`src/rtl/led_blinker_array_pkg.sv`:
```
// Shared types and helpers for the LED blinker array.
// Optional PWM dimming is enabled by defining LED_PWM_EN.
package led_pkg;

  typedef enum logic [1:0] {
    LED_OFF     = 2'b00,
    LED_ON      = 2'b01,
    LED_BLINK   = 2'b10,
    LED_ONESHOT = 2'b11
  } led_mode_t;

  localparam int unsigned PWM_W = 8;

  // A stored period of zero behaves as one: the phase toggles every clock.
  function automatic logic [31:0] eff_period(input logic [31:0] period);
    return (period == 32'd0) ? 32'd1 : period;
  endfunction

endpackage

```
`src/rtl/led_blinker_array_if.sv`:
```
// Configuration bus of the LED blinker array: write strobe, channel, mode, period, error pulse.
// cfg_duty is present only when LED_PWM_EN is defined.
interface led_blinker_array_if
  import led_pkg::*;
#(
  parameter int unsigned N_CH  = 8,
  parameter int unsigned CNT_W = 26,
  parameter int unsigned CH_W  = (N_CH > 1) ? $clog2(N_CH) : 1
);

  logic             cfg_we;
  logic [CH_W-1:0]  cfg_ch;
  led_mode_t        cfg_mode;
  logic [CNT_W-1:0] cfg_period;
`ifdef LED_PWM_EN
  logic [PWM_W-1:0] cfg_duty;
`endif
  logic             cfg_err;

  modport master (
    output cfg_we,
    output cfg_ch,
    output cfg_mode,
    output cfg_period,
`ifdef LED_PWM_EN
    output cfg_duty,
`endif
    input  cfg_err
  );

  modport slave (
    input  cfg_we,
    input  cfg_ch,
    input  cfg_mode,
    input  cfg_period,
`ifdef LED_PWM_EN
    input  cfg_duty,
`endif
    output cfg_err
  );

endinterface

```
`src/rtl/led_blinker_array_channel.sv`:
```
// One LED channel: period counter, phase, mode, one-shot tracking and registered pre-PWM led.
// With LED_PWM_EN defined the channel also stores its duty value.
module led_channel
  import led_pkg::*;
#(
  parameter int unsigned CNT_W          = 26,
  parameter int unsigned DEFAULT_PERIOD = 50000000,
  parameter led_mode_t   RESET_MODE     = LED_BLINK
) (
  input  logic             sys_clk,
  input  logic             sys_rst,
  input  logic             we,
  input  logic             sync,
  input  led_mode_t        cfg_mode,
  input  logic [CNT_W-1:0] cfg_period,
`ifdef LED_PWM_EN
  input  logic [PWM_W-1:0] cfg_duty,
  output logic [PWM_W-1:0] duty,
`endif
  output logic             led,
  output logic             busy
);

  localparam logic [CNT_W-1:0] CntOne = CNT_W'(1);

  led_mode_t        mode_q, mode_d;
  logic [CNT_W-1:0] period_q, period_d;
  logic [CNT_W-1:0] cnt_q, cnt_d;
  logic             phase_q, phase_d;
  logic             busy_q, busy_d;
  logic             led_q, led_d;
  logic [CNT_W-1:0] period_eff;
  logic             wrap;

  assign period_eff = CNT_W'(eff_period(32'(period_q)));
  // >= rather than == keeps cnt bounded even if it ever got ahead of the period.
  assign wrap       = (cnt_q >= period_eff);

`ifdef LED_PWM_EN
  logic [PWM_W-1:0] duty_q, duty_d;
  assign duty = duty_q;
`endif

  always_comb begin
    mode_d   = mode_q;
    period_d = period_q;
    busy_d   = busy_q;
    cnt_d    = wrap ? CntOne : cnt_q + CntOne;
    phase_d  = wrap ? ~phase_q : phase_q;
`ifdef LED_PWM_EN
    duty_d   = duty_q;
`endif

    // A finished one-shot writes itself back to OFF.
    if (mode_q == LED_ONESHOT && busy_q && wrap) begin
      busy_d = 1'b0;
      mode_d = LED_OFF;
    end

    if (sync) begin
      cnt_d   = CntOne;
      phase_d = 1'b0;
    end

    if (we) begin
      mode_d   = cfg_mode;
      period_d = cfg_period;
      cnt_d    = CntOne;
      phase_d  = 1'b0;
      busy_d   = (cfg_mode == LED_ONESHOT);
`ifdef LED_PWM_EN
      duty_d   = cfg_duty;
`endif
    end

    // led follows the next-state values so it changes on the same edge as the state.
    unique case (mode_d)
      LED_OFF:     led_d = 1'b0;
      LED_ON:      led_d = 1'b1;
      LED_BLINK:   led_d = phase_d;
      LED_ONESHOT: led_d = busy_d;
      default:     led_d = 1'b0;
    endcase
  end

  always_ff @(posedge sys_clk or posedge sys_rst) begin
    if (sys_rst) begin
      mode_q   <= RESET_MODE;
      period_q <= CNT_W'(DEFAULT_PERIOD);
      cnt_q    <= CntOne;
      phase_q  <= 1'b0;
      busy_q   <= 1'b0;
      led_q    <= 1'b0;
`ifdef LED_PWM_EN
      duty_q   <= {PWM_W{1'b1}};
`endif
    end else begin
      mode_q   <= mode_d;
      period_q <= period_d;
      cnt_q    <= cnt_d;
      phase_q  <= phase_d;
      busy_q   <= busy_d;
      led_q    <= led_d;
`ifdef LED_PWM_EN
      duty_q   <= duty_d;
`endif
    end
  end

  assign led  = led_q;
  assign busy = busy_q;

endmodule

```
`src/rtl/led_blinker_array.sv`:
```
// Multi-channel LED pattern generator: channel address decode, invalid-write error, shared PWM.
// Define LED_PWM_EN to add per-channel duty dimming against a free-running 8-bit counter.
module led_blinker_array
  import led_pkg::*;
#(
  parameter int unsigned N_CH           = 8,
  parameter int unsigned CNT_W          = 26,
  parameter int unsigned DEFAULT_PERIOD = 50000000,
  parameter logic [1:0]  RESET_MODE     = 2'b10,
  // Index width; may be widened beyond the minimum so out-of-range indices are expressible.
  parameter int unsigned CH_W           = (N_CH > 1) ? $clog2(N_CH) : 1
) (
  input  logic                sys_clk,
  input  logic                sys_rst,
  led_blinker_array_if.slave  cfg,
  input  logic                sync,
  output logic [N_CH-1:0]     led,
  output logic [N_CH-1:0]     busy
);

  logic            ch_valid;
  logic            cfg_err_q, cfg_err_d;
  logic [N_CH-1:0] led_pre;

  assign ch_valid  = (32'(cfg.cfg_ch) < N_CH);
  assign cfg_err_d = cfg.cfg_we && !ch_valid;

  always_ff @(posedge sys_clk or posedge sys_rst) begin
    if (sys_rst) begin
      cfg_err_q <= 1'b0;
    end else begin
      cfg_err_q <= cfg_err_d;
    end
  end

  assign cfg.cfg_err = cfg_err_q;

`ifdef LED_PWM_EN
  logic [PWM_W-1:0] pwm_cnt_q;

  always_ff @(posedge sys_clk or posedge sys_rst) begin
    if (sys_rst) begin
      pwm_cnt_q <= '0;
    end else begin
      pwm_cnt_q <= pwm_cnt_q + PWM_W'(1);
    end
  end
`endif

  for (genvar i = 0; i < N_CH; i++) begin : g_ch
    logic we_ch;
    assign we_ch = cfg.cfg_we && ch_valid && (cfg.cfg_ch == CH_W'(i));

`ifdef LED_PWM_EN
    logic [PWM_W-1:0] duty;
`endif

    led_channel #(
      .CNT_W          (CNT_W),
      .DEFAULT_PERIOD (DEFAULT_PERIOD),
      .RESET_MODE     (led_mode_t'(RESET_MODE))
    ) u_channel (
      .sys_clk    (sys_clk),
      .sys_rst    (sys_rst),
      .we         (we_ch),
      .sync       (sync),
      .cfg_mode   (cfg.cfg_mode),
      .cfg_period (cfg.cfg_period),
`ifdef LED_PWM_EN
      .cfg_duty   (cfg.cfg_duty),
      .duty       (duty),
`endif
      .led        (led_pre[i]),
      .busy       (busy[i])
    );

`ifdef LED_PWM_EN
    // Gate of two registers; duty 0 never passes, duty 255 passes 255 of 256 counts.
    assign led[i] = led_pre[i] & (pwm_cnt_q < duty);
`else
    assign led[i] = led_pre[i];
`endif
  end

endmodule

```
`src/flat_wrapper.sv`:
```
// flat-port wrapper written by rule: the top's interface ports become plain ports
module led_blinker_array_flat import led_pkg::*;
#(
  parameter int unsigned N_CH           = 8,
  parameter int unsigned CNT_W          = 26,
  parameter int unsigned DEFAULT_PERIOD = 50000000,
  parameter logic [1:0]  RESET_MODE     = 2'b10,
                                                                                            
  parameter int unsigned CH_W           = (N_CH > 1) ? $clog2(N_CH) : 1
)
  (sys_clk, sys_rst, sync, led, busy, cfg_cfg_we, cfg_cfg_ch, cfg_cfg_mode, cfg_cfg_period, cfg_cfg_err);
  led_blinker_array_if #(.N_CH(N_CH), .CNT_W(CNT_W), .CH_W(CH_W)) cfg_i ();
  input  logic sys_clk;
  input  logic sys_rst;
  input  logic sync;
  output logic [N_CH-1:0] led;
  output logic [N_CH-1:0] busy;
  input wire logic [$bits(cfg_i.cfg_we)-1:0] cfg_cfg_we;
  input wire logic [$bits(cfg_i.cfg_ch)-1:0] cfg_cfg_ch;
  input wire logic [$bits(cfg_i.cfg_mode)-1:0] cfg_cfg_mode;
  input wire logic [$bits(cfg_i.cfg_period)-1:0] cfg_cfg_period;
  output wire logic [$bits(cfg_i.cfg_err)-1:0] cfg_cfg_err;
  assign cfg_i.cfg_we = cfg_cfg_we;
  assign cfg_i.cfg_ch = cfg_cfg_ch;
  assign cfg_i.cfg_mode = cfg_cfg_mode;
  assign cfg_i.cfg_period = cfg_cfg_period;
  assign cfg_cfg_err = cfg_i.cfg_err;
  led_blinker_array #(.N_CH(N_CH), .CNT_W(CNT_W), .DEFAULT_PERIOD(DEFAULT_PERIOD), .RESET_MODE(RESET_MODE), .CH_W(CH_W)) u_core (.sys_clk(sys_clk), .sys_rst(sys_rst), .cfg(cfg_i), .sync(sync), .led(led), .busy(busy));
endmodule
```
`config.mk`:
```
export PLATFORM = sky130hd
export DESIGN_NAME = led_blinker_array_flat
export DESIGN_NICKNAME = d
export VERILOG_FILES = /design/src/rtl/led_blinker_array_pkg.sv /design/src/rtl/led_blinker_array_if.sv /design/src/rtl/led_blinker_array_channel.sv /design/src/rtl/led_blinker_array.sv /design/src/flat_wrapper.sv
export SDC_FILE = /design/constraint.sdc
export NUM_CORES = 1
export LEC_CHECK = 0
export BUFFER_PORTS_ARGS = -buffer_cell sky130_fd_sc_hd__buf_2
export CORE_MARGIN = 2
export CORE_UTILIZATION = 57
export DETAILED_ROUTE_END_ITERATION = 16
export PLACE_DENSITY_LB_ADDON = 0.05
export SLEW_MARGIN = 20
export SYNTH_ARGS = -nofsm -noshare
export SYNTH_HDL_FRONTEND = slang
export SYNTH_SLANG_ARGS = --single-unit
```
`constraint.sdc`:
```
create_clock -name sys_clk -period 13.07 [get_ports sys_clk]
set_clock_uncertainty 0.2 [all_clocks]
set_input_delay 0.6535 -clock sys_clk [delete_from_list [all_inputs] [get_ports sys_clk]]
set_output_delay 0.6535 -clock sys_clk [all_outputs]
set_load 0.01 [all_outputs]
```
Word level (Yosys, flattened, before mapping)
Cells that the tools add are included.

cells by class
  divide/modulo/power cells = 0
  equal/unequal tests = 40
  bitwise gates (word level) = 8
  order comparisons = 8
  $add $sub $neg = 8
  $mul = 0
  shifts and indexed selects = 0
  muxes and demuxes = 96
  reductions and logical operators = 41

operators by type and width
  operator                                              number
  2-to-1 mux 26 bit                                     32
  adder 26 x 1 -> 26 bit (second input constant)        8
  >= comparator 26 bit                                  8
  zero test 26 bit                                      8
  equality test 2 bit (second input constant)           25
  2-to-1 mux 1 bit                                      40
  2-to-1 mux 2 bit                                      16
  one-hot mux 1 bit (4 select lines)                    8
  logical AND 1 bit                                     24
  equality test 2 x 1 -> 1 bit (second input constant)  8
  zero test 2 bit                                       8
  equality test 3 bit (second input constant)           4
  inverter 1 bit                                        8
  equality test 3 x 2 -> 1 bit (second input constant)  2
  equality test 3 x 1 -> 1 bit (second input constant)  1
  zero test 3 bit                                       1

word-level totals
  input bits = 35
  flip-flop bits (word level) = 456
  logic and storage cells = 249
  memories = 0
  memory bits (writable) = 0
  output and inout bits = 17
  bits in read-only memories = 0
  latch bits = 0

Longest topological paths before layout
Gate-level depths: netlist of run 1.

  word-level depth = 8
  gate-level depth with buffers = 15
  gate-level depth less buffers = 13

By module
From an unflattened synthesis of run 1, not the netlist that was laid out.

unflattened totals
  cells, all modules = 2644
  area total of the unflattened synthesis = 25584.5 um^2

modules (own cells, without submodules)
  module                                       area an instance (um^2)  sequential area each (um^2)  cells each  instances
  led_channel at u_core.g_ch[1].u_channel ...  3188.1                   1443.9                       336         5
  led_channel at u_core.g_ch[0].u_channel ...  3185.6                   1443.9                       319         2
  led_channel at u_core.g_ch[7].u_channel      3165.5                   1443.9                       316         1
  led_blinker_array                            107.6                    0.0                          10          1

Least setup slack after synthesis of run 1
OpenSTA, ideal clock, no wires.

  path type = register to register
  start = register u_core.g_ch[6].u_channel.period_q[24]
  end = register u_core.g_ch[6].u_channel.led_q
  arrival = 2.928 ns
  data required time = 12.782 ns
  period minus slack after synthesis = 3.217 ns
  setup time = 0.088 ns
  stages on the path, launching flop included = 15
  buffers on the path = 1
  slack = 9.853 ns
  path through = dfrtp_1 > nor4_1 > nand2_1 > nor4_1 > a41o_1 > ha_1 > nand2b_4 > a211oi_2 > nor3_1 > o311a_1 > or3b_1 > buf_6 > a41oi_4 > a41oi_1 > a41oi_1

on the way
  word-level cells in the longest chain between the ends = 8
  elaborated cells between the ends (all ways) = 16
  those cells by class = order compare (1); eq/ne (3); mux (9); reduce/logical (3)

ends and longest elaborated chain
  item                                               RTL line                          source
  from (decl)                                        led_blinker_array_channel.sv:27   logic [CNT_W-1:0] period_q, period_d;
  from (signal assigned)                             led_blinker_array_channel.sv:89   period_q <= CNT_W'(DEFAULT_PERIOD);
  from (signal assigned)                             led_blinker_array_channel.sv:99   period_q <= period_d;
  zero test 26 bit                                   led_blinker_array_pkg.sv:16       return (period == 32'd0) ? 32'd1 : period;
  2-to-1 mux 26 bit *                                led_blinker_array_pkg.sv:16
  >= comparator 26 bit *                             led_blinker_array_channel.sv:37   assign wrap = (cnt_q >= period_eff);
  logical AND 1 bit *                                led_blinker_array_channel.sv:55   if (mode_q == LED_ONESHOT && busy_q && wrap) begin
  2-to-1 mux 2 bit *                                 led_blinker_array_channel.sv:55
  2-to-1 mux 2 bit *                                 led_blinker_array_channel.sv:65   if (we) begin
  net u_core.g_ch[6].u_channel.mode_d[1]             led_blinker_array_channel.sv:26   led_mode_t mode_q, mode_d;
  equality test 2 bit, or another cell as far along  led_blinker_array_channel.sv:77   unique case (mode_d)
  one-hot mux 1 bit (4 select lines) *               led_blinker_array_channel.sv:77
  net u_core.g_ch[6].u_channel.led_d                 led_blinker_array_channel.sv:31   logic led_q, led_d;
  to (signal assigned)                               led_blinker_array_channel.sv:103  led_q <= led_d;
  to (decl)                                          led_blinker_array_channel.sv:31

Mark *: on every way through the listed nets, which the timed path passes. The rest lies on a longest branch.
A chain may end at the register's enable or synchronous reset.

Worst setup path after layout of run 1
  start = register u_core.g_ch[3].u_channel.period_q[24]
  end = register u_core.g_ch[3].u_channel.cnt_q[0]

on the way
  word-level cells in the longest chain between the ends = 6

ends and longest elaborated chain
  item                                   RTL line                          source
  from (decl)                            led_blinker_array_channel.sv:27
  from (signal assigned)                 led_blinker_array_channel.sv:89
  from (signal assigned)                 led_blinker_array_channel.sv:99
  zero test 26 bit                       led_blinker_array_pkg.sv:16
  2-to-1 mux 26 bit *                    led_blinker_array_pkg.sv:16
  >= comparator 26 bit *                 led_blinker_array_channel.sv:37
  2-to-1 mux 26 bit *                    led_blinker_array_channel.sv:48   cnt_d = wrap ? CntOne : cnt_q + CntOne;
  2-to-1 mux 26 bit *                    led_blinker_array_channel.sv:60   if (sync) begin
  2-to-1 mux 26 bit *                    led_blinker_array_channel.sv:65
  net u_core.g_ch[3].u_channel.cnt_d[0]  led_blinker_array_channel.sv:28   logic [CNT_W-1:0] cnt_q, cnt_d;
  to (signal assigned)                   led_blinker_array_channel.sv:90   cnt_q <= CntOne;
  to (signal assigned)                   led_blinker_array_channel.sv:100  cnt_q <= cnt_d;
  to (decl)                              led_blinker_array_channel.sv:28

Marks and branches as above.

==> results of run 1 <==
## layer usage
metal | share of wire [%] | track usage (%) | vias to the layer above
met5 | 0.024 | 0 | -
met4 | 3.2 | 10.4 | 4
met3 | 4.8 | 4.29 | 113
met2 | 46 | 45.8 | 378
met1 | 46 | 38.8 | 9063
li1 | - | - | 8923
## worst max-delay path, stage by stage, from the launching register on
cell	delay [ns]
dfrtp_1	0.38
or4_1	0.51
nor4_1	0.25
a41o_1	0.20
ha_1	0.22
nand2b_1	0.14
a21oi_1	0.14
nor3_1	0.05
nor4_1	0.24
o221ai_1	0.32
nand2b_1	0.73
or2_2	0.53
## per-stage QoR
step / cell area, um2 / util, % / hold slack (ns) / total power [mW]
after floorplan: 24900 / - / 0.246 / 2.15
after global placement: 25400 / 59.1 / 0.257 / 2.30
final: 27200 / 63.2 / 0.00642 / 3.84
after global routing: 27200 / 63.2 / 0.0492 / 4.04
after CTS: 27200 / 63.2 / 0.00369 / 3.87
after detailed placement: 25400 / 59.1 / 0.260 / 2.33
## synth_stat cells (all sizes together) (13+ instances only)
library cell and n:
nor4 48, nand4 68, inv 233, clkbuf 89
a21oi 90, or3 20, nand3 111, mux2 56
buf 23, xnor2 74, o21ai 211, dfrtp 344
and4 13, ha 216, and3 40, nor2 266
dfstp 112, nand2b 15, a21o 49, nand2 295
xor2 111, nor3 34
## registers in the layout, indices dropped and copies added, names as in the netlist
register and cells:
u_core.g_ch.u_channel.cnt_q 208, u_core.g_ch.u_channel.mode_q 16, u_core.g_ch.u_channel.busy 8, u_core.g_ch.u_channel.phase_q 8, u_core.g_ch.u_channel.period_q 208, u_core.g_ch.u_channel.led 8
## kinds of logic after synthesis
group,Yosys count,share of synthesized area [%]
simple gates,943,17.7
fa+ha+maj,216,10.9
other cells,1,0.0151
buf+inv,345,5.64
compound gates,409,9.77
flops,456,46.5
xor+xnor,185,6.52
mux,67,2.98
## power groups by stage
stage / Sequential, mW / Clock, mW / Combinational [mW]
after floorplan: 1.73 / 0 / 0.420
after global placement: 1.76 / 0 / 0.537
after detailed placement: 1.77 / 0 / 0.559
after CTS: 1.75 / 1.56 / 0.565
after global routing: 1.77 / 1.62 / 0.647
final: 1.75 / 1.53 / 0.561
## how the worst max path moves through the flow
| stage | start | endpoint | slack, ns | cells after the start |
|---|---|---|---|---|
| 6_report | u_core.g_ch[3].u_channel.period_q[24] | u_core.g_ch[3].u_channel.cnt_q[0] | 9.08 | 11 |
| 5_1_grt | u_core.g_ch[3].u_channel.period_q[24] | u_core.g_ch[3].u_channel.cnt_q[0] | 8.81 | 11 |
| 4_1_cts | u_core.g_ch[3].u_channel.period_q[24] | u_core.g_ch[3].u_channel.cnt_q[0] | 9.05 | 11 |
| 3_5_place_dp | u_core.g_ch[3].u_channel.period_q[24] | u_core.g_ch[3].u_channel.cnt_q[0] | 9.10 | 11 |
| 3_3_place_gp | u_core.g_ch[5].u_channel.period_q[3] | u_core.g_ch[5].u_channel.cnt_q[25] | 9.24 | 12 |
| 2_1_floorplan | sys_rst | u_core.g_ch[0].u_channel.busy | 6.14 | 1 |
## final cells by class
cell class	count	area (um2)
diodes	2	5.00
clock buffers	76	1490
clock inverters	19	299
fillers	3619	15800
inverters	233	878
multi-input cells	1821	11900
flip-flops and latches	456	11600
well taps	585	732
repair buffers	64	355
==> key figures, run 1 <==
Run status
  – Outcome: completed

GRT
  – First-pass GRT wire length: roughly 99000 um
  – Largest net degree at the start of global routing: 75
  – Initial antenna violation count: 3
  – Vias in the first global route: roughly 18000
  – Total gr overflow: 0
  – Overall global routing resource usage: ~28%

Synthesis
  – Synth top area share: between 30 and 40%
  – Post-synthesis cell area: 24900 um2
  – FF+latch count, synth: approximately 460
  – Register area share after synthesis: 46.5%
  – Unique masters post-synth: between 60 and 70
  – Post-Syn Instances: 2622
  – Synth warn: 0
  – EDFF count, synth: 0
  – Asr flop ratio synth: 100%
  – Syn_nets: between 2000 and 3000
  – Area leader, netlist: dfrtp_1
  – Syn Area/Cell: 9.48 um2
  – Main flop type after synthesis: dfrtp_1
  – Synth area leaders: dfrtp_1, dfstp_2, ha_1, nand2_1, o21ai_0

STA
  – Final Cycle Share: ~31%
  – Fmax: ~250 MHz
  – Setup TNS: 0 ns
  – Final hold vios: 0
  – Final setup fails: 0
  – Slew @ Worst Pin: roughly 1.0 ns
  – Worst rel slew slack: between 30% and 40%
  – RSZ-0062 raised after global routing: false
  – Fin crit period: between 3 and 4 ns
  – Max-slew violations: 0
  – Post-layout worst setup margin: 9.08 ns

Clocking
  – Clk slew on worst S/H paths: approximately 0.06 ns
  – Clk Latency, worst-skew pair: ~0.60 ns
  – Num CTS Buffers: 51
  – CTS root buf: clkbuf_16
  – TritonCTS clock tree: yes
  – Cts repair resizes: 0
  – Sink Count: 456
  – CTS Hold Bufs: 0
  – H-Tree Depth: 2
  – Max Root-Sink Buffers: 3
  – Setup Buffers After CTS: 0

Power and ir drop
  – Switch Pwr: about 1.1 mW
  – Pleak: ~13 nW
  – Clock power frac: approximately 40%
  – Comb power frac: 14.6%
  – Sequential share of power: between 40% and 50%
  – VDD IR max: approximately 0.11 mV
  – PwrDens: about 140 nW/um2
  – Internal Power: 2.79 mW
  – Sw Share: between 20 and 30%

Worst hold path
  – Worst Hold Class: input port to async pin

Floorplanning
  – Total Die Area: roughly 45000 um2
  – Die Span X: around 210 um
  – Core area: 43100 um2
  – Initial Util: approximately 58%
  – Rows: 76
  – Die height: between 200 and 250 um
  – Ports: 52

Place
  – DP Worst Slack: between 9 and 10 ns
  – Port Buffer Count: 50
  – Final GP Congestion: roughly 0.84
  – Hpwl dp: about 42000 um
  – Dpl cells: about 3200

Detailed routing
  – Detailed Route Iter0 Violations: approximately 1200
  – Vias: ~18000
  – Drt pass-1 iters: 5
  – # DRC: 0
  – Vias per Instance: between 5 and 6
  – Final wirelength: between 60000 and 70000 um
  – Wire per inst: ~19 um
  – Routed Antenna Nets: 0

Critical path
  – Worst R2R End: u_core.g_ch[3].u_channel.cnt_q[0]
  – Reg-to-Reg Start: u_core.g_ch[3].u_channel.period_q[24]
  – Type of the worst setup path: flop to flop
  – Crit path capture type: flop
  – Arr. time, crit path: around 4.3 ns
  – Reg2reg setup slack: ~9.1 ns
  – Startpoint type of the worst setup path: flop
  – Critical Path RT: between 10 and 15 ns
  – CP Max Fanout: 26
  – Depth of the worst register-to-register path: 11

Finish
  – Most common cell after layout, fill and taps aside: dfrtp_1
  – Final Instance Count excl. Fillers: roughly 3300
  – Final layout net count: ~2900
  – Layout cell share with drive strength beyond 1: 12.7%
  – P&R area growth vs syn: 9.61%
  – Most frequent cells in the layout: dfrtp_1, nand2_1, nor2_1, inv_1, ha_1

Job
  – Max-Cap Viols: 0
Note: power is estimated with default switching activity, not from simulation.
==> inputs of run 2 (changes only) <==
Settings changed: CORE_UTILIZATION 57 to 60.
Clock period 13.07 ns to 3.96 ns, I/O delays scaled along.
==> run 2 against run 1 <==
  * Global-route usage up 1.2 points
  * Sequential share of layout area down 0.58 points
  * Sequential cell count unchanged
  * Worst hold slack better by 0.048 ns
  * Clock power rose to 3.2 times the previous value
  * First-iteration DRC count up 31%
  * Setup slack worse by 8.8 ns
  * Critical path depth up 2
  * Sequential power rose to 3.3 times the previous value
  * Via count up 1.3%
  * Non-clock buffer count up 43
  * Largest power group unchanged
==> key figures, run 2 (synthesis gave the netlist of run 1 again) <==
Place
  – Dpl cells: 3118 (-1.3%)
  – Placement Cell Area: 25500 um2 (+0.37%)
  – Port Buffer Count: 50 (unchanged)
  – Final GP Congestion: 0.902 (+7.0%)
  – Hpwl dp: 42700 um (+0.78%)

Detailed routing
  – Final wirelength: 62600 um (+1.5%)
  – Detailed Route Iter0 Violations: 1608 (+31%)
  – # DRC: 0 (unchanged)
  – Routed Antenna Nets: 0 (unchanged)
  – Vias: 18700 (+1.3%)
  – Wire per inst: 19.3 um (+1.8%)
  – Vias per Instance: 5.77 (+1.6%)
  – Drt pass-1 iters: 5 (unchanged)

GRT
  – First-pass GRT wire length: 100000 um (+0.89%)
  – Vias in the first global route: 18600 (+0.76%)
  – Overall global routing resource usage: 29.5% (+1.2 points)
  – Initial antenna violation count: 4 (+1)
  – Largest net degree at the start of global routing: 91 (+21%)
  – Total gr overflow: 0 (unchanged)

STA
  – Max-slew violations: 0 (unchanged)
  – Worst rel slew slack: 41.5% (+9.4 points)
  – Slew @ Worst Pin: 0.878 ns (-0.138 ns)
  – Final hold vios: 0 (unchanged)
  – Fmax: 275 MHz (+9.9%)
  – Fin crit period: 3.63 ns (-0.359 ns)
  – RSZ-0062 raised after global routing: false
  – Hold WS: 0.0543 ns (+0.0479 ns)
  – Final Cycle Share: 91.7% (+61 points)
  – Final setup fails: 0 (unchanged)

Finish
  – Design area: 27600 um2 (+1.4%)
  – Post-layout util: 67.6% (+4.4 points)
  – Area occupied by registers: 11600 um2 (unchanged)
  – P&R area growth vs syn: 11.1%
  – Area of the multi-input gates: 11900 um2 (about the same)
  – Largest regs: u_core.g_ch.u_channel.cnt_q (208), u_core.g_ch.u_channel.period_q (208), u_core.g_ch.u_channel.mode_q (16)
  – Layout cell share with drive strength beyond 1: 12.9% (+0.28 points)
  – Most common cell after layout, fill and taps aside: dfrtp_1
  – Most frequent cells in the layout: dfrtp_1, nand2_1, nor2_1, inv_1, ha_1
  – # fillers: 3215 (-11%)
  – Final Instance Count excl. Fillers: 3247 (-0.28%)
  – Final layout net count: 2920 (+1.5%)

Critical path
  – Critical Path Source: u_core.g_ch[1].u_channel.period_q[2]
  – CP Max Fanout: 8 (-69%)
  – Critical Path RT: 4.26 ns (-9.13 ns)
  – Reg-to-Reg Start: u_core.g_ch[1].u_channel.period_q[2]
  – Arr. time, crit path: 3.93 ns (-0.38 ns)
  – Crit path capture type: flop
  – Startpoint type of the worst setup path: flop
  – Type of the worst setup path: flop to flop
  – Reg2reg setup slack: 0.33 ns (-8.75 ns)

Clocking
  – H-Tree Depth: 2 (unchanged)
  – CTS root buf: clkbuf_16
  – Sink Count: 456 (unchanged)
  – TritonCTS clock tree: yes
  – Setup Buffers After CTS: 0 (unchanged)
  – Clk Latency, worst-skew pair: 0.60 ns (about the same)
  – Cts repair resizes: 0 (unchanged)
  – Num CTS Buffers: 50 (-2.0%)
  – Clk slew on worst S/H paths: 0.07 ns (about the same)
  – Max Root-Sink Buffers: 3 (unchanged)

Floorplanning
  – Total Die Area: 43100 um2 (-4.9%)
  – Rows: 74 (-2.6%)
  – Initial Util: 60.9% (+3.2 points)
  – Die height: 208 um (-2.5%)
  – Die Span X: 208 um (-2.5%)
  – Ports: 52 (unchanged)
  – Core area: 40800 um2 (-5.2%)

Power and ir drop
  – VDD IR max: 0.282 mV (+160%)
  – Pleak: 13.1 nW (+1.5%)
  – PwrDens: 457 nW/um2 (+220%)
  – Pwr Total: 12.6 mW (+230%)

Job
  – Max-Cap Viols: 0 (unchanged)

Worst hold path
  – Hold Crit Start: cfg_cfg_ch[0]
  – Worst Hold Class: input port to flop

Run status
  – Outcome: completed
[run 2: worst max-delay path, stage by stage (launching register included)]
cell and delay, ns:
dfrtp_1 0.38, nor4_1 0.37, nand2_1 0.09, nor4_1 0.26
a41o_1 0.23, ha_1 0.23, nand2b_1 0.14, a21oi_1 0.13
o21ai_0 0.12, a21oi_1 0.16, o21ai_0 0.20, a31oi_2 0.50
mux2_2 0.40, mux2i_1 0.13
[run 2: final cells by class]
type	count	area share, %
Multi-Input combinational cell	1821	43.2
Sequential cell	456	41.8
Clock buffer	75	5.43
Inverter	233	3.18
Timing Repair Buffer	107	3.01
Tap cell	532	2.41
Clock inverter	19	0.956
Antenna cell	4	0.0362
[run 2: path summary, 6_finish.rpt]
check,cells after the start,to
setup / recovery,13,u_core.g_ch[1].u_channel.led
hold / removal,4,u_core.g_ch[3].u_channel.period_q[0]
setup reg to reg,13,u_core.g_ch[1].u_channel.led
hold reg to reg,1,u_core.g_ch[2].u_channel.cnt_q[0]
max in group asynchronous,4,u_core.g_ch[0].u_channel.period_q[13]
min in group asynchronous,3,u_core.g_ch[6].u_channel.cnt_q[8]
[run 2: per-layer routing]
layer  routed length [um]  share of wire [%]  track usage, %  up-vias
li1                     -                  -               -     9019
met1                28200                 45            40.6     9162
met2                29000                 46            47.5      423
met3                 3230                5.2            4.64      124
met4                 2120                3.4            10.8        0
met5                    0                  0               0        -
[run 2: per-stage QoR]
step / setup slack (ns) / TNS, ns
6_report: 0.328 / 0
5_1_grt: 0.0640 / 0
4_1_cts: 0.341 / 0
3_5_place_dp: 0.374 / 0
3_3_place_gp: 0.442 / 0
2_1_floorplan: -2.52 / -958.36
[run 2: repair_timing]
item | CTS | global route
hold endpoints to repair | 233 | 0
setup endpoints to repair | 0 | 0
hold buffers | 31 | 0
[run 2: report_power, final]
part | total (mW) | internal, mW | switching [mW]
clock | 4.95 | 3.01 | 1.94
sequential | 5.77 | 5.38 | 0.391
combinational | 1.90 | 0.740 | 1.16
==> inputs of run 3 (changes only) <==
--- a/config.mk
+++ b/config.mk
@@ -10,4 +10,5 @@
 export CORE_UTILIZATION = 60
 export DETAILED_ROUTE_END_ITERATION = 16
+export GPL_TIMING_DRIVEN = 0
 export PLACE_DENSITY_LB_ADDON = 0.05
 export SLEW_MARGIN = 20
==> constraint.sdc (replaced) <==
create_clock -name sys_clk -period 3.96 [get_ports sys_clk]
set_clock_uncertainty 0.2 [all_clocks]
set_input_delay 0.396 -clock sys_clk [delete_from_list [all_inputs] [get_ports sys_clk]]
set_output_delay 0.396 -clock sys_clk [all_outputs]
set_load 0.01 [all_outputs]
==> run 3 against run 2 <==
  * Clock-buffer cell count decreased by 1
  * Die area stayed put
  * Non-clock buffer count increased by 46
  * Clock power up 3%
  * Routed wire length rose by 2.5%
==> key figures, run 3 (synthesis gave the netlist of run 1 again) <==
Run status
  – Outcome: completed

Finish
  – Most frequent cells in the layout: dfrtp_1, nand2_1, nor2_1, inv_1, ha_1
  – Post-layout util: 68.2% (+0.51 points)
  – P&R area growth vs syn: 12.0%
  – Largest regs: u_core.g_ch.u_channel.cnt_q (208), u_core.g_ch.u_channel.period_q (208), u_core.g_ch.u_channel.mode_q (16)
  – Design area: 27800 um2 (+0.75%)
  – Most common cell after layout, fill and taps aside: dfrtp_1
  – Final layout net count: 2967 (+1.6%)
  – Layout cell share with drive strength beyond 1: 12.5% (-0.40 points)

Critical path
  – Depth of the worst register-to-register path: 13 (unchanged)
  – Startpoint type of the worst setup path: flop
  – Crit path capture type: flop
  – CP Max Fanout: 7 (-1)
  – Arr. time, crit path: 4.07 ns (+0.14 ns)
  – Type of the worst setup path: flop to flop
  – Critical Path RT: 4.26 ns (about the same)

Power and ir drop
  – Pwr Total: 12.8 mW (+1.8%)
  – Internal Power: 9.26 mW (+1.5%)
  – Sw Share: 27.9% (+0.22 points)
  – Pleak: 13.1 nW (+0.26%)
  – PwrDens: 462 nW/um2 (+1.0%)
  – Switch Pwr: 3.58 mW (+2.6%)
  – Clock power frac: 39.7% (+0.5 points)
  – VDD IR max: 0.486 mV (+73%)
  – Comb power frac: 15.4% (+0.4 points)
  – Sequential share of power: 45.0% (-0.7 points)

Job
  – Max-Cap Viols: 0 (unchanged)

Detailed routing
  – Detailed Route Iter0 Violations: 1529 (-4.9%)
  – Final wirelength: 64100 um (+2.5%)
  – # DRC: 0 (unchanged)
  – Wire per inst: 19.5 um (+1.0%)
  – Vias: 19300 (+3.2%)
  – Drt pass-1 iters: 6 (+1)
  – Routed Antenna Nets: 0 (unchanged)
  – Vias per Instance: 5.87 (+1.8%)

Worst hold path
  – Hold Path Depth: 3 (-1)
  – Worst Hold Class: input port to flop

Clocking
  – Clk slew on worst S/H paths: 0.06 ns (about the same)
  – TritonCTS clock tree: yes
  – H-Tree Depth: 2 (unchanged)
  – Clk Latency, worst-skew pair: 0.60 ns (about the same)
  – Num CTS Buffers: 51 (+2.0%)
  – CTS root buf: clkbuf_16
  – Sink Count: 456 (unchanged)
  – Max Root-Sink Buffers: 3 (unchanged)

STA
  – Fin crit period: 3.77 ns (+0.140 ns)
  – Final setup fails: 0 (unchanged)
  – Final Cycle Share: 95.2% (+3.5 points)
  – Fmax: 265 MHz (-3.7%)
  – Worst rel slew slack: 16.3% (-25 points)
  – Final hold vios: 0 (unchanged)
  – Hold WS: 0.103 ns (+0.0489 ns)
  – Slew @ Worst Pin: 1.26 ns (+0.378 ns)
  – Max-slew violations: 0 (unchanged)

Place
  – Hpwl dp: 44800 um (+5.0%)
  – Port Buffer Count: 21 (-58%)
  – Final GP Congestion: 0.871 (-3.4%)
  – Placement Cell Area: 25900 um2 (+1.5%)

Floorplanning
  – Core area: 40800 um2 (unchanged)
  – Rows: 74 (unchanged)
  – Ports: 52 (unchanged)
  – Total Die Area: 43100 um2 (unchanged)
  – Die Span X: 208 um (unchanged)
  – Initial Util: 60.9% (unchanged)
  – Die height: 208 um (unchanged)

GRT
  – Total gr overflow: 0 (unchanged)
  – First-pass GRT wire length: 102000 um (+1.6%)
  – Initial antenna violation count: 4 (unchanged)
  – Largest net degree at the start of global routing: 36 (-60%)
  – Overall global routing resource usage: 29.8% (+0.29 points)
  – Vias in the first global route: 19200 (+3.3%)
run 3: cell count changes in the layout (fill, tap and decap cells not counted), sizes merged:
cell,previous run,this run
buf,76,60
bufinv,6,8
clkbuf,75,163
clkinv,10,11
clkinvlp,4,2
diode,4,3
dlygate4sd3,31,4
inv,232,233
run 3: path summary, 6_finish.rpt:
kind / slack [ns] / startpoint / to
max in group asynchronous: 1.63 / sys_rst / u_core.g_ch[3].u_channel.period_q[14]
hold reg to reg: 0.28 / u_core.g_ch[2].u_channel.cnt_q[0] / u_core.g_ch[2].u_channel.cnt_q[0]
setup / recovery: 0.19 / u_core.g_ch[4].u_channel.period_q[4] / u_core.g_ch[4].u_channel.led
hold / removal: 0.10 / cfg_cfg_mode[0] / u_core.g_ch[2].u_channel.mode_q[0]
setup reg to reg: 0.19 / u_core.g_ch[4].u_channel.period_q[4] / u_core.g_ch[4].u_channel.led
min in group asynchronous: 0.28 / sys_rst / u_core.g_ch[4].u_channel.cnt_q[20]
run 3: critical path, cell delays in order (launching register included):
cell and delay (ns):
dfrtp_1 0.38, nor4_1 0.33, nand2_1 0.11, nor4_1 0.24
a41o_1 0.23, ha_1 0.22, nand2b_1 0.16, a211oi_1 0.23
o21ai_0 0.14, a221o_1 0.44, a31oi_4 0.34, nor2_1 0.09
a211o_1 0.32, o31ai_1 0.24
run 3: what timing repair did:
| action | 4_1_cts | 5_1_grt |
|---|---|---|
| setup endpoints to repair | 31 | 141 |
| buffers inserted | 0 | 2 |
| pin swaps | 0 | 1 |
| hold buffers | 4 | 0 |
| resized for setup | 2 | 16 |
| hold endpoints to repair | 37 | 0 |
run 3: cell type report:
cell class	count	area, um2
fillers	3216	13000
multi-input cells	1821	12000
flip-flops and latches	456	11600
clock buffers	74	1480
inverters	233	878
well taps	532	666
plain buffers	112	533
repair buffers	41	440
clock inverters	21	318
diodes	3	7.51
run 3: stage by stage:
| step | setup WS [ns] | TNS (ns) | cells |
|---|---|---|---|
| final | 0.189 | 0 | 3293 |
| after global routing | -0.114 | -1.20 | 3290 |
| after CTS | 0.0303 | 0 | 3288 |
| after detailed placement | -0.0968 | -1.16 | 3189 |
| after global placement | -5.27 | -2112.67 | 3175 |
| after floorplan | -2.71 | -1048.65 | 2622 |
run 3: power by group through the flow:
stage / clock [mW] / sequential (mW) / combinational (mW)
2_1_floorplan: 0 / 5.71 / 1.39
3_3_place_gp: 0 / 5.81 / 1.81
3_5_place_dp: 0 / 5.83 / 1.95
4_1_cts: 5.17 / 5.76 / 1.97
5_1_grt: 5.36 / 5.84 / 2.23
6_report: 5.09 / 5.77 / 1.98
run 3: layer usage:
layer | routed length (um) | up-vias | GRT usage (%)
met5 | 13 | - | 0
met4 | 2860 | 2 | 12.8
met3 | 4410 | 148 | 6.38
met2 | 29300 | 586 | 47.4
met1 | 27600 | 9490 | 39.6
li1 | - | 9109 | -
